**src/rtl/qam_demap_pack.sv**
```systemverilog
`default_nettype none
// ============================================================================
// Module   : qam_demap_pack
// Purpose  : Hard-decision Gray QAM demapper (BPSK/QPSK/16-QAM/64-QAM) with
//            LSB-first packing of the demapped bit stream into 32-bit words.
//            At end of frame a zero-padded partial word is flushed and its
//            valid-bit count is reported on BITS_O.
// Revision : 1.0 - initial release
// ----------------------------------------------------------------------------
// Ports
//   CLK_I         clock, rising edge
//   RST_I         asynchronous active-low reset
//   DAT_I[31:0]   symbol: [31:16] Im, [15:0] Re, signed Q3.13
//   WE_I/STB_I/CYC_I  upstream strobe, CYC_I spans the frame
//   ACK_O         symbol accepted this cycle
//   MOD_I[1:0]    00 BPSK, 01 QPSK, 10 16-QAM, 11 64-QAM (latched at frame start)
//   DAT_O[31:0]   packed bits, first bit in DAT_O[0]
//   BITS_O[5:0]   valid bits in DAT_O
//   CYC_O/STB_O/WE_O  downstream frame / word valid / write enable
//   ACK_I         downstream accepts word when STB_O & ACK_I
// Configuration
//   QAM64_EN      when defined, builds the 64-QAM slicer. Otherwise MOD_I=11
//                 is sliced as 16-QAM (4 bits per symbol).
// ============================================================================
module qam_demap_pack (
  input  logic        CLK_I,
  input  logic        RST_I,
  input  logic [31:0] DAT_I,
  input  logic        WE_I,
  input  logic        STB_I,
  input  logic        CYC_I,
  output logic        ACK_O,
  input  logic [1:0]  MOD_I,
  output logic [31:0] DAT_O,
  output logic [5:0]  BITS_O,
  output logic        CYC_O,
  output logic        STB_O,
  output logic        WE_O,
  input  logic        ACK_I
);

  // Decision thresholds on |x| in Q3.13
  localparam logic [15:0] TH16_B1 = 16'd5181;  // 2/sqrt(10)
`ifdef QAM64_EN
  localparam logic [15:0] TH64_B1 = 16'd5056;  // 4/sqrt(42)
  localparam logic [15:0] TH64_LO = 16'd2528;  // 2/sqrt(42)
  localparam logic [15:0] TH64_HI = 16'd7584;  // 6/sqrt(42)
`endif

  typedef enum logic [1:0] {
    S_IDLE  = 2'd0,
    S_RUN   = 2'd1,
    S_FLUSH = 2'd2,
    S_DONE  = 2'd3
  } state_t;

  state_t      state, state_nx;
  logic [1:0]  mode, mode_nx;
  logic [37:0] acc, acc_nx;
  logic [5:0]  fill, fill_nx;
  logic [31:0] dat_nx;
  logic [5:0]  bits_nx;
  logic        stb_nx, cyc_nx;

  logic        din_val, out_halt;

  // Magnitude with -32768 saturated to 32767 so it stays representable
  function automatic logic [15:0] mag(input logic [15:0] x);
    logic [15:0] neg;
    neg = ~x + 16'd1;
    if (!x[15])
      mag = x;
    else if (x == 16'h8000)
      mag = 16'h7FFF;
    else
      mag = neg;
  endfunction

  // ---------------------------------------------------------------- slicer
  logic [15:0] re_x, im_x, re_a, im_a;
  logic        re_b0, im_b0, re_b1q16, im_b1q16;
  logic [5:0]  sym_bits;
  logic [5:0]  sym_n;

  assign re_x     = DAT_I[15:0];
  assign im_x     = DAT_I[31:16];
  assign re_a     = mag(re_x);
  assign im_a     = mag(im_x);
  assign re_b0    = ~re_x[15];
  assign im_b0    = ~im_x[15];
  assign re_b1q16 = (re_a < TH16_B1);
  assign im_b1q16 = (im_a < TH16_B1);

`ifdef QAM64_EN
  logic re_b1q64, im_b1q64, re_b2q64, im_b2q64;
  assign re_b1q64 = (re_a < TH64_B1);
  assign im_b1q64 = (im_a < TH64_B1);
  assign re_b2q64 = (re_a > TH64_LO) && (re_a < TH64_HI);
  assign im_b2q64 = (im_a > TH64_LO) && (im_a < TH64_HI);
`endif

  // I bits occupy the low positions, Q bits follow
  always_comb begin
    sym_bits = 6'd0;
    sym_n    = 6'd0;
    case (mode)
      2'b00: begin
        sym_bits = {5'd0, re_b0};
        sym_n    = 6'd1;
      end
      2'b01: begin
        sym_bits = {4'd0, im_b0, re_b0};
        sym_n    = 6'd2;
      end
`ifdef QAM64_EN
      2'b11: begin
        sym_bits = {im_b2q64, im_b1q64, im_b0, re_b2q64, re_b1q64, re_b0};
        sym_n    = 6'd6;
      end
`endif
      default: begin
        sym_bits = {2'd0, im_b1q16, im_b0, re_b1q16, re_b0};
        sym_n    = 6'd4;
      end
    endcase
  end

  // -------------------------------------------------------------- handshake
  assign din_val  = WE_I & STB_I & CYC_I;
  assign out_halt = STB_O & ~ACK_I;
  assign ACK_O    = din_val & ~out_halt & (state == S_RUN);
  assign WE_O     = CYC_O;

  // ------------------------------------------------------- next-state logic
  logic [37:0] placed;
  logic [5:0]  sum;
  logic [31:0] flush_mask;

  assign placed     = acc | ({32'd0, sym_bits} << fill);
  assign sum        = fill + sym_n;
  assign flush_mask = (32'd1 << fill[4:0]) - 32'd1;

  always_comb begin
    state_nx = state;
    mode_nx  = mode;
    acc_nx   = acc;
    fill_nx  = fill;
    dat_nx   = DAT_O;
    bits_nx  = BITS_O;
    stb_nx   = STB_O;
    cyc_nx   = CYC_O;

    // Word taken downstream; may be re-asserted below by a new word
    if (STB_O && ACK_I)
      stb_nx = 1'b0;

    case (state)
      S_IDLE: begin
        // Level start also catches a frame that rose before we got back here
        if (CYC_I) begin
          state_nx = S_RUN;
          mode_nx  = MOD_I;
          acc_nx   = 38'd0;
          fill_nx  = 6'd0;
        end
      end
      S_RUN: begin
        if (ACK_O) begin
          if (sum >= 6'd32) begin
            dat_nx  = placed[31:0];
            bits_nx = 6'd32;
            stb_nx  = 1'b1;
            cyc_nx  = 1'b1;
            acc_nx  = {32'd0, placed[37:32]};
            fill_nx = sum - 6'd32;
          end else begin
            acc_nx  = placed;
            fill_nx = sum;
          end
        end
        if (!CYC_I)
          state_nx = S_FLUSH;
      end
      S_FLUSH: begin
        if (!out_halt) begin
          if (fill != 6'd0) begin
            dat_nx  = acc[31:0] & flush_mask;
            bits_nx = fill;
            stb_nx  = 1'b1;
            cyc_nx  = 1'b1;
            acc_nx  = 38'd0;
            fill_nx = 6'd0;
          end
          state_nx = S_DONE;
        end
      end
      S_DONE: begin
        if (!STB_O) begin
          cyc_nx   = 1'b0;
          state_nx = S_IDLE;
        end
      end
      default: state_nx = S_IDLE;
    endcase
  end

  // ------------------------------------------------------------ registers
  always_ff @(posedge CLK_I or negedge RST_I) begin
    if (!RST_I) begin
      state  <= S_IDLE;
      mode   <= 2'b00;
      acc    <= 38'd0;
      fill   <= 6'd0;
      DAT_O  <= 32'd0;
      BITS_O <= 6'd0;
      STB_O  <= 1'b0;
      CYC_O  <= 1'b0;
    end else begin
      state  <= state_nx;
      mode   <= mode_nx;
      acc    <= acc_nx;
      fill   <= fill_nx;
      DAT_O  <= dat_nx;
      BITS_O <= bits_nx;
      STB_O  <= stb_nx;
      CYC_O  <= cyc_nx;
    end
  end

endmodule
`default_nettype wire

```
**config.mk**
```make
export PLATFORM = sky130hd
export DESIGN_NAME = qam_demap_pack
export DESIGN_NICKNAME = d
export VERILOG_FILES = /design/src/rtl/qam_demap_pack.sv
export SDC_FILE = /design/constraint.sdc
export NUM_CORES = 1
export LEC_CHECK = 0
export BUFFER_PORTS_ARGS = -buffer_cell sky130_fd_sc_hd__buf_2
export CAP_MARGIN = 20
export CORE_MARGIN = 2
export CORE_UTILIZATION = 60
export CTS_BUF_LIST = sky130_fd_sc_hd__clkbuf_8
export DETAILED_ROUTE_END_ITERATION = 16
export MAX_ROUTING_LAYER = met4
export PLACE_DENSITY = 0.81
export SLEW_MARGIN = 40
export SYNTH_ARGS = -nofsm -noshare
export SYNTH_HDL_FRONTEND = slang
export SYNTH_SLANG_ARGS = --single-unit
export TNS_END_PERCENT = 30
```
**constraint.sdc**
```tcl
create_clock -name CLK_I -period 3.48 [get_ports CLK_I]
set_clock_uncertainty 0.1 [all_clocks]
set_input_delay 0.696 -clock CLK_I [delete_from_list [all_inputs] [get_ports CLK_I]]
set_output_delay 0.696 -clock CLK_I [all_outputs]
set_load 0.05 [all_outputs]
```
==> results of run 1 <==
## cell usage after synthesis (20+ instances only)
library cell and n:
o31ai_1 22, nand2_1 96, dfrtp_1 88, nor2_1 77, a31oi_1 23, nand3_1 27, inv_1 20, clkbuf_1 33
nor3_1 28, o21ai_0 48, a21oi_1 67
## layout by cell type, fill, tap and decap left out, types with 4 or more instances in the layout
cell	n
o31ai_1	22
dfrtp_1	88
nand2b_1	9
nor2b_1	7
clkbuf_8	10
or3_1	9
nand4_1	7
a41oi_1	10
nand2_1	96
nand3_1	27
a22oi_1	4
o21ai_0	48
nor3_1	28
buf_2	80
a32oi_1	4
a31oi_1	23
a221oi_1	6
ha_1	10
o22ai_1	6
nor2_1	77
inv_1	20
a21o_1	10
and3_1	6
and2_1	10
xor2_1	4
a211oi_1	7
nor4_1	8
o211ai_1	6
xnor2_1	7
buf_4	51
a21oi_1	67
## how the worst min path moves through the flow
stage                           end  slack [ns]  depth (start not counted)
after floorplan           BITS_O[0]        0.30                          0
after CTS                  state[0]        0.28                          1
after global routing       state[0]        0.30                          1
after detailed placement  BITS_O[3]        0.36                          2
final                      state[0]        0.26                          1
after global placement    BITS_O[3]        0.35                          2
## repair_timing
item / CTS / global route
resized for setup: 0 / 1
endpoints found under the setup margin: 0 / 2
endpoints found under the hold margin: 0 / 0
## cell families after synthesis
family,Yosys count
simple gates,303
compound gates,252
flops,88
buf+inv,71
xor+xnor,11
fa+ha+maj,11
mux,4
## layout make-up
| type | count | area [sq um] | share of cell area (%) |
|---|---|---|---|
| multi-input cells | 581 | 3450 | 50.2 |
| inverters | 21 | 78.8 | 1.15 |
| well taps | 133 | 166 | 2.42 |
| clock buffers | 10 | 138 | 2.00 |
| flip-flops and latches | 88 | 2200 | 32.1 |
| repair buffers | 131 | 783 | 11.4 |
| clock inverters | 6 | 51.3 | 0.747 |
## through the flow
step,utilization (%),area [sq um]
after floorplan,-,5930
after global placement,69.0,6680
after detailed placement,69.0,6680
after CTS,70.9,6870
after global routing,70.9,6870
final,70.9,6870
## power by group
part           leakage (nW)  switching (mW)  internal, mW
combinational          1.80            2.90          1.28
sequential             1.19           0.152          1.22
clock                0.0870           0.403         0.288
total                  3.08            3.46          2.79
## layer usage
layer / routed length [microns] / vias to the layer above / part of all wire [%] / track usage, %
li1: - / 2915 / - / -
met1: 8250 / 3059 / 43 / 53.3
met2: 8470 / 373 / 44 / 56.2
met3: 2000 / 46 / 10 / 7.19
met4: 482 / 0 / 2.5 / 12.9
met5: 0 / - / 0 / -
## registers in the layout (all words and copies together), names as in the netlist
signal	cells
BITS_O	6
DAT_O	32
mode	2
state	2
acc	38
fill	6
STB_O	1
CYC_O	1
==> results.py, run 1 <==
metrics = {
    "clock_tree": {
        "ctsRootBufferMaster": "clkbuf_8",
        "path_clk_slew_ns": 0.09,
        "clock_latency_ns": 0.37,
        "cts_max_level": 3,
        "hold_buffers": 0,
        "cts_tree": "built",
        "cts_buffers": 9,
        "clkSinkCount": 88,
        "clk_path_buf_depth": 2,
        "postCtsSetupBuffers": 0,
    },
    "layout": {
        "final_cells": 970,
        "final.fill_count": 820,
        "drive_above_1_share_pct": 20.7,
        "final_nets": 883,
        "diodes": 0,
        "syn2layout_area_growth_pct": 15.8,
    },
    "critical_path": {
        "r2r_slack_ns": 0.38,
        "critPathBufInv": 2,
        "end_kind": "register",
        "path_depth": 11,
        "startpoint_type": "primary input",
        "path_max_fanout": 12,
        "cp.required_ns": 3.60,
        "critPathKind": "in2reg",
        "rr_worst_depth": 12,
        "path_cells": "buf_2 -> nor4_2 -> buf_4 -> nand2_1 -> a211o_1 -> a32o_1 -> nor4_4 -> nor2_2 -> o31ai_4 -> mux2i_1 -> o311ai_0",
        "crit_path_end": "DAT_O[25]",
        "r2r_end": "DAT_O[7]",
        "crit_family": "compound AO/OA/AOI/OAI gates",
        "slowest_delay_ns": 0.41,
        "startpoint": "DAT_I[5]",
        "r2r-start": "mode[0]",
        "arrival_ns": 3.32,
        "cp_slowest_cell": "o311ai_0",
    },
    "timing": {
        "whs_ns": 0.257,
        "drv_slew": 0,
        "report.final.setup_viol": 0,
        "fin_ws_ns": 0.283,
        "rsz0062_at_grt": "no",
        "max_slew_margin_pct": 54.1,
        "fmax_ghz": 0.313,
        "tightest_slew_ns": 0.689,
        "finalHoldViolations": 0,
        "min_period_over_period_pct": 91.9,
        "min_period_ns": 3.20,
        "setup_tns_ns": 0,
    },
    "synthesis": {
        "synthArstFlopShare_pct": 100,
        "synthesis.area_sq_um": 5930,
        "synth-compound-area-share_pct": 28.9,
        "synth.area.mux_share_pct": 0.717,
        "synth-seq-cells": 88,
        "yosys.area.top_type_share_pct": 37.1,
        "syn_avg_cell_area_sq_um": 8.01,
        "ys_types": 72,
        "yosysWarningCount": 0,
        "synthXorXnorAreaFrac_pct": 1.62,
        "synthSimpleGateAreaFrac_pct": 24.4,
        "ys_seq_area_share_pct": 37.1,
        "yosys.area_share.adder_pct": 2.45,
        "synth-edff-count": 0,
        "post-synth-top-area-cell": "dfrtp_1",
        "syn_nets": 791,
        "synth_area_leaders": "dfrtp_1 (37%), nand2_1 (6.1%), a21oi_1 (5.7%)",
        "synthesis.instances": 740,
        "synth_top_family_by_area": "compound AO/OA/AOI/OAI gates",
        "ys.flop_type": "dfrtp_1",
    },
    "detailed_routing": {
        "routed_wl_microns": 19200,
        "drc_errors": 0,
        "ant_nets": 0,
        "dr.pass1.iters": 6,
        "vias": 6393,
        "routedWlPerCell_microns": 19.8,
        "vias_per_cell": 6.59,
        "first_iter_violations": 650,
    },
    "grt": {
        "gr-total-overflow": 0,
        "grt_max_degree": 54,
        "antenna_found_initial": 0,
        "grt_pass1_wl_microns": 30400,
        "grt_pass1_vias": 5781,
        "grt_use_total_pct": 38.2,
    },
    "pwr": {
        "leakage_nw": 3.08,
        "ir_worst_vdd_uv": 790,
        "cellPowerDensity_nw_per_um2": 910,
        "power_mw": 6.25,
    },
    "floorplan": {
        "initial_core_util_pct": 61.2,
        "die-area_sq_um": 10700,
        "core_area_sq_um": 9680,
        "pin_count": 82,
        "rows": 36,
        "die_height_microns": 103,
        "die_w_microns": 103,
    },
    "job": {
        "cap_violations": 0,
    },
    "placed_design": {
        "post-dp-hpwl_microns": 13900,
        "port_buffers": 81,
        "dp_slack_ns": -0.0739,
        "place.gp.congestion": 1.01,
        "dp.cells": 954,
    },
    "status": {
        "outcome": "completed",
    },
    "min_path": {
        "hp-class": "in2async",
    },
}
(Power assumes the default switching activity.)
==> run 2: changes to the inputs <==
--- a/config.mk
+++ b/config.mk
@@ -5,6 +5,7 @@
 export SDC_FILE = /design/constraint.sdc
 export NUM_CORES = 1
 export LEC_CHECK = 0
+export ABC_AREA = 1
 export BUFFER_PORTS_ARGS = -buffer_cell sky130_fd_sc_hd__buf_2
 export CAP_MARGIN = 20
 export CORE_MARGIN = 2
==> results.py, run 2 <==
metrics = {
    "layout": {
        "final_cell_mix": "nand2_1 (273), inv_1 (106), nor2_1 (95), dfrtp_1 (88), a21oi_1 (81)",
        "drive_above_1_share_pct": 15.8,
        "final_nets": 1060,
        "layout_commonest_cell": "nand2_1",
        "reg_top3": "acc x38, DAT_O x32",
        "regMostFlops": "acc",
        "largest_register_ffs": 38,
        "syn2layout_area_growth_pct": 13.0,
        "diodes": 0,
        "final.fill_count": 893,
        "final_cells": 1147,
    },
    "grt": {
        "grt_max_degree": 47,
        "busiest_layer": "met2",
        "gr-total-overflow": 0,
        "antenna_found_initial": 0,
        "grt_util_met3_pct": 5.93,
        "grt_pass1_vias": 6073,
        "met1_usage_pct": 46.3,
        "met2_usage_pct": 51.8,
        "grt_use_total_pct": 33.6,
        "grt_pass1_wl_microns": 29200,
    },
    "synthesis": {
        "post-synth-top-area-cell": "dfrtp_1",
        "synth.most_common_cell": "nand2_1",
        "synth-seq-cells": 88,
        "synthesis.instances": 927,
        "yosysWarningCount": 0,
        "ys.flop_type": "dfrtp_1",
        "synth_area_leaders": "dfrtp_1 (36%), nand2_1 (17%), a21oi_1 (6.6%)",
        "yosys.area.top_type_share_pct": 36.0,
        "ys_seq_area_share_pct": 36.0,
        "syn_avg_cell_area_sq_um": 6.59,
        "synthArstFlopShare_pct": 100,
        "synth_common_cells": "nand2_1 (273), inv_1 (105), nor2_1 (95)",
        "synth-edff-count": 0,
        "syn_nets": 978,
        "synthesis.area_sq_um": 6110,
        "ys_types": 45,
    },
    "detailed_routing": {
        "vias_per_cell": 5.63,
        "drc_errors": 0,
        "routed_wl_microns": 17200,
        "ant_nets": 0,
        "dr.pass1.iters": 5,
        "first_iter_violations": 526,
        "vias": 6462,
        "routedWlPerCell_microns": 15.0,
    },
    "placed_design": {
        "post-dp-hpwl_microns": 12800,
        "port_buffers": 81,
        "dp.cells": 1131,
        "place.gp.congestion": 1.02,
    },
    "floorplan": {
        "core_area_sq_um": 9820,
        "pin_count": 82,
        "initial_core_util_pct": 62.2,
        "die-area_sq_um": 11000,
        "rows": 36,
        "die_w_microns": 105,
        "die_height_microns": 105,
    },
    "pwr": {
        "clkPwrFrac_pct": 14.1,
        "comb_power_share_pct": 60.9,
        "swShare_pct": 54.8,
        "p_sw_mw": 2.86,
        "p_int_mw": 2.37,
        "leakage_nw": 3.72,
        "power_mw": 5.23,
        "ir_worst_vdd_uv": 762,
        "seqPwrFrac_pct": 25.1,
        "cellPowerDensity_nw_per_um2": 758,
    },
    "critical_path": {
        "crit_path_end": "DAT_O[28]",
        "arrival_ns": 3.16,
        "path_max_fanout": 9,
        "cp.required_ns": 3.64,
        "startpoint": "fill[0]",
        "critPathKind": "reg2reg",
        "rr_worst_depth": 19,
        "r2r_end": "DAT_O[28]",
        "r2r_slack_ns": 0.48,
        "end_kind": "register",
        "startpoint_type": "register",
        "r2r-start": "fill[0]",
    },
    "timing": {
        "min_period_over_period_pct": 86.2,
        "drv_slew": 0,
        "tightest_slew_ns": 0.727,
        "max_slew_margin_pct": 51.3,
        "min_period_ns": 3.00,
        "rsz0062_at_grt": "no",
        "setup_tns_ns": 0,
        "report.final.setup_viol": 0,
        "fmax_ghz": 0.333,
        "finalHoldViolations": 0,
    },
    "job": {
        "cap_violations": 0,
    },
    "clock_tree": {
        "clkSinkCount": 88,
        "postCtsSetupBuffers": 0,
        "clock_latency_ns": 0.36,
        "clk_path_buf_depth": 2,
        "cts_resized": 0,
        "cts_max_level": 3,
        "ctsRootBufferMaster": "clkbuf_8",
        "cts_buffers": 9,
        "hold_buffers": 0,
        "path_clk_slew_ns": 0.10,
        "cts_tree": "built",
    },
    "min_path": {
        "hp-class": "in2async",
    },
    "status": {
        "outcome": "completed",
    },
}
run 2: area by class of cell:
| type | count | area [sq um] | share of cell area (%) |
|---|---|---|---|
| clock inverters | 7 | 77.6 | 1.12 |
| flip-flops and latches | 88 | 2200 | 31.9 |
| inverters | 119 | 452 | 6.54 |
| well taps | 133 | 166 | 2.41 |
| clock buffers | 9 | 124 | 1.79 |
| repair buffers | 103 | 586 | 8.48 |
| multi-input cells | 688 | 3300 | 47.8 |
run 2: worst min-delay path by stage:
stage                    from         to  slack, ns  cells past startpoint
CTS                     RST_I  DAT_O[22]       0.23                      1
finish                  RST_I    acc[24]       0.21                      1
floorplan               RST_I  BITS_O[0]       0.30                      0
global route            RST_I  DAT_O[22]       0.25                      1
global placement     DAT_O[8]   DAT_O[8]       0.36                      2
detailed placement  DAT_O[18]  DAT_O[18]       0.36                      2
run 2: layer usage:
layer | up-vias | share of wire (%)
met5 | - | 0
met4 | 0 | 2.2
met3 | 42 | 9.1
met2 | 315 | 45
met1 | 2951 | 43
li1 | 3154 | -
run 2: metrics by stage:
step           area [sq um]  hold slack, ns  setup WS [ns]  utilization [%]
6_report               6900           0.214          0.480             70.3
5_1_grt                6900           0.249          0.223             70.3
4_1_cts                6900           0.234          0.534             70.3
3_5_place_dp           6700           0.360          0.360             68.3
3_3_place_gp           6700           0.358          0.396             68.3
2_1_floorplan          6110           0.300          0.842                -
run 2: power groups by stage:
stage | logic, mW | clock network (mW) | registers (mW)
after floorplan | 1.92 | 0 | 1.64
final | 3.18 | 0.736 | 1.31
after global routing | 3.48 | 0.788 | 1.33
after detailed placement | 3.10 | 0 | 1.33
after global placement | 3.06 | 0 | 1.33
after CTS | 3.12 | 0.743 | 1.31
run 2: cell families after synthesis:
group,after synthesis,share of synthesized area (%)
AO/OA/AOI/OAI,166,15.1
XOR/XNOR,10,1.43
adder cells (fa/ha/maj),11,2.38
buffers and inverters,151,9.99
flip-flops,88,36.0
AND/OR/NAND/NOR,501,35.0
run 2: worst max-delay path, stage by stage, from the launching register on:
cell,delay (ns)
dfrtp_1,0.52
inv_2,0.16
nand2_1,0.13
nor2_1,0.09
nand2_1,0.14
ha_1,0.26
nand2_2,0.11
nor2_4,0.14
o21ai_2,0.09
nor2_2,0.15
inv_2,0.08
nor2_4,0.11
inv_2,0.07
nor2_4,0.10
nand3_2,0.12
nand3b_1,0.23
nand3_1,0.10
nand2_1,0.05
nand3_1,0.09
nand2_1,0.06
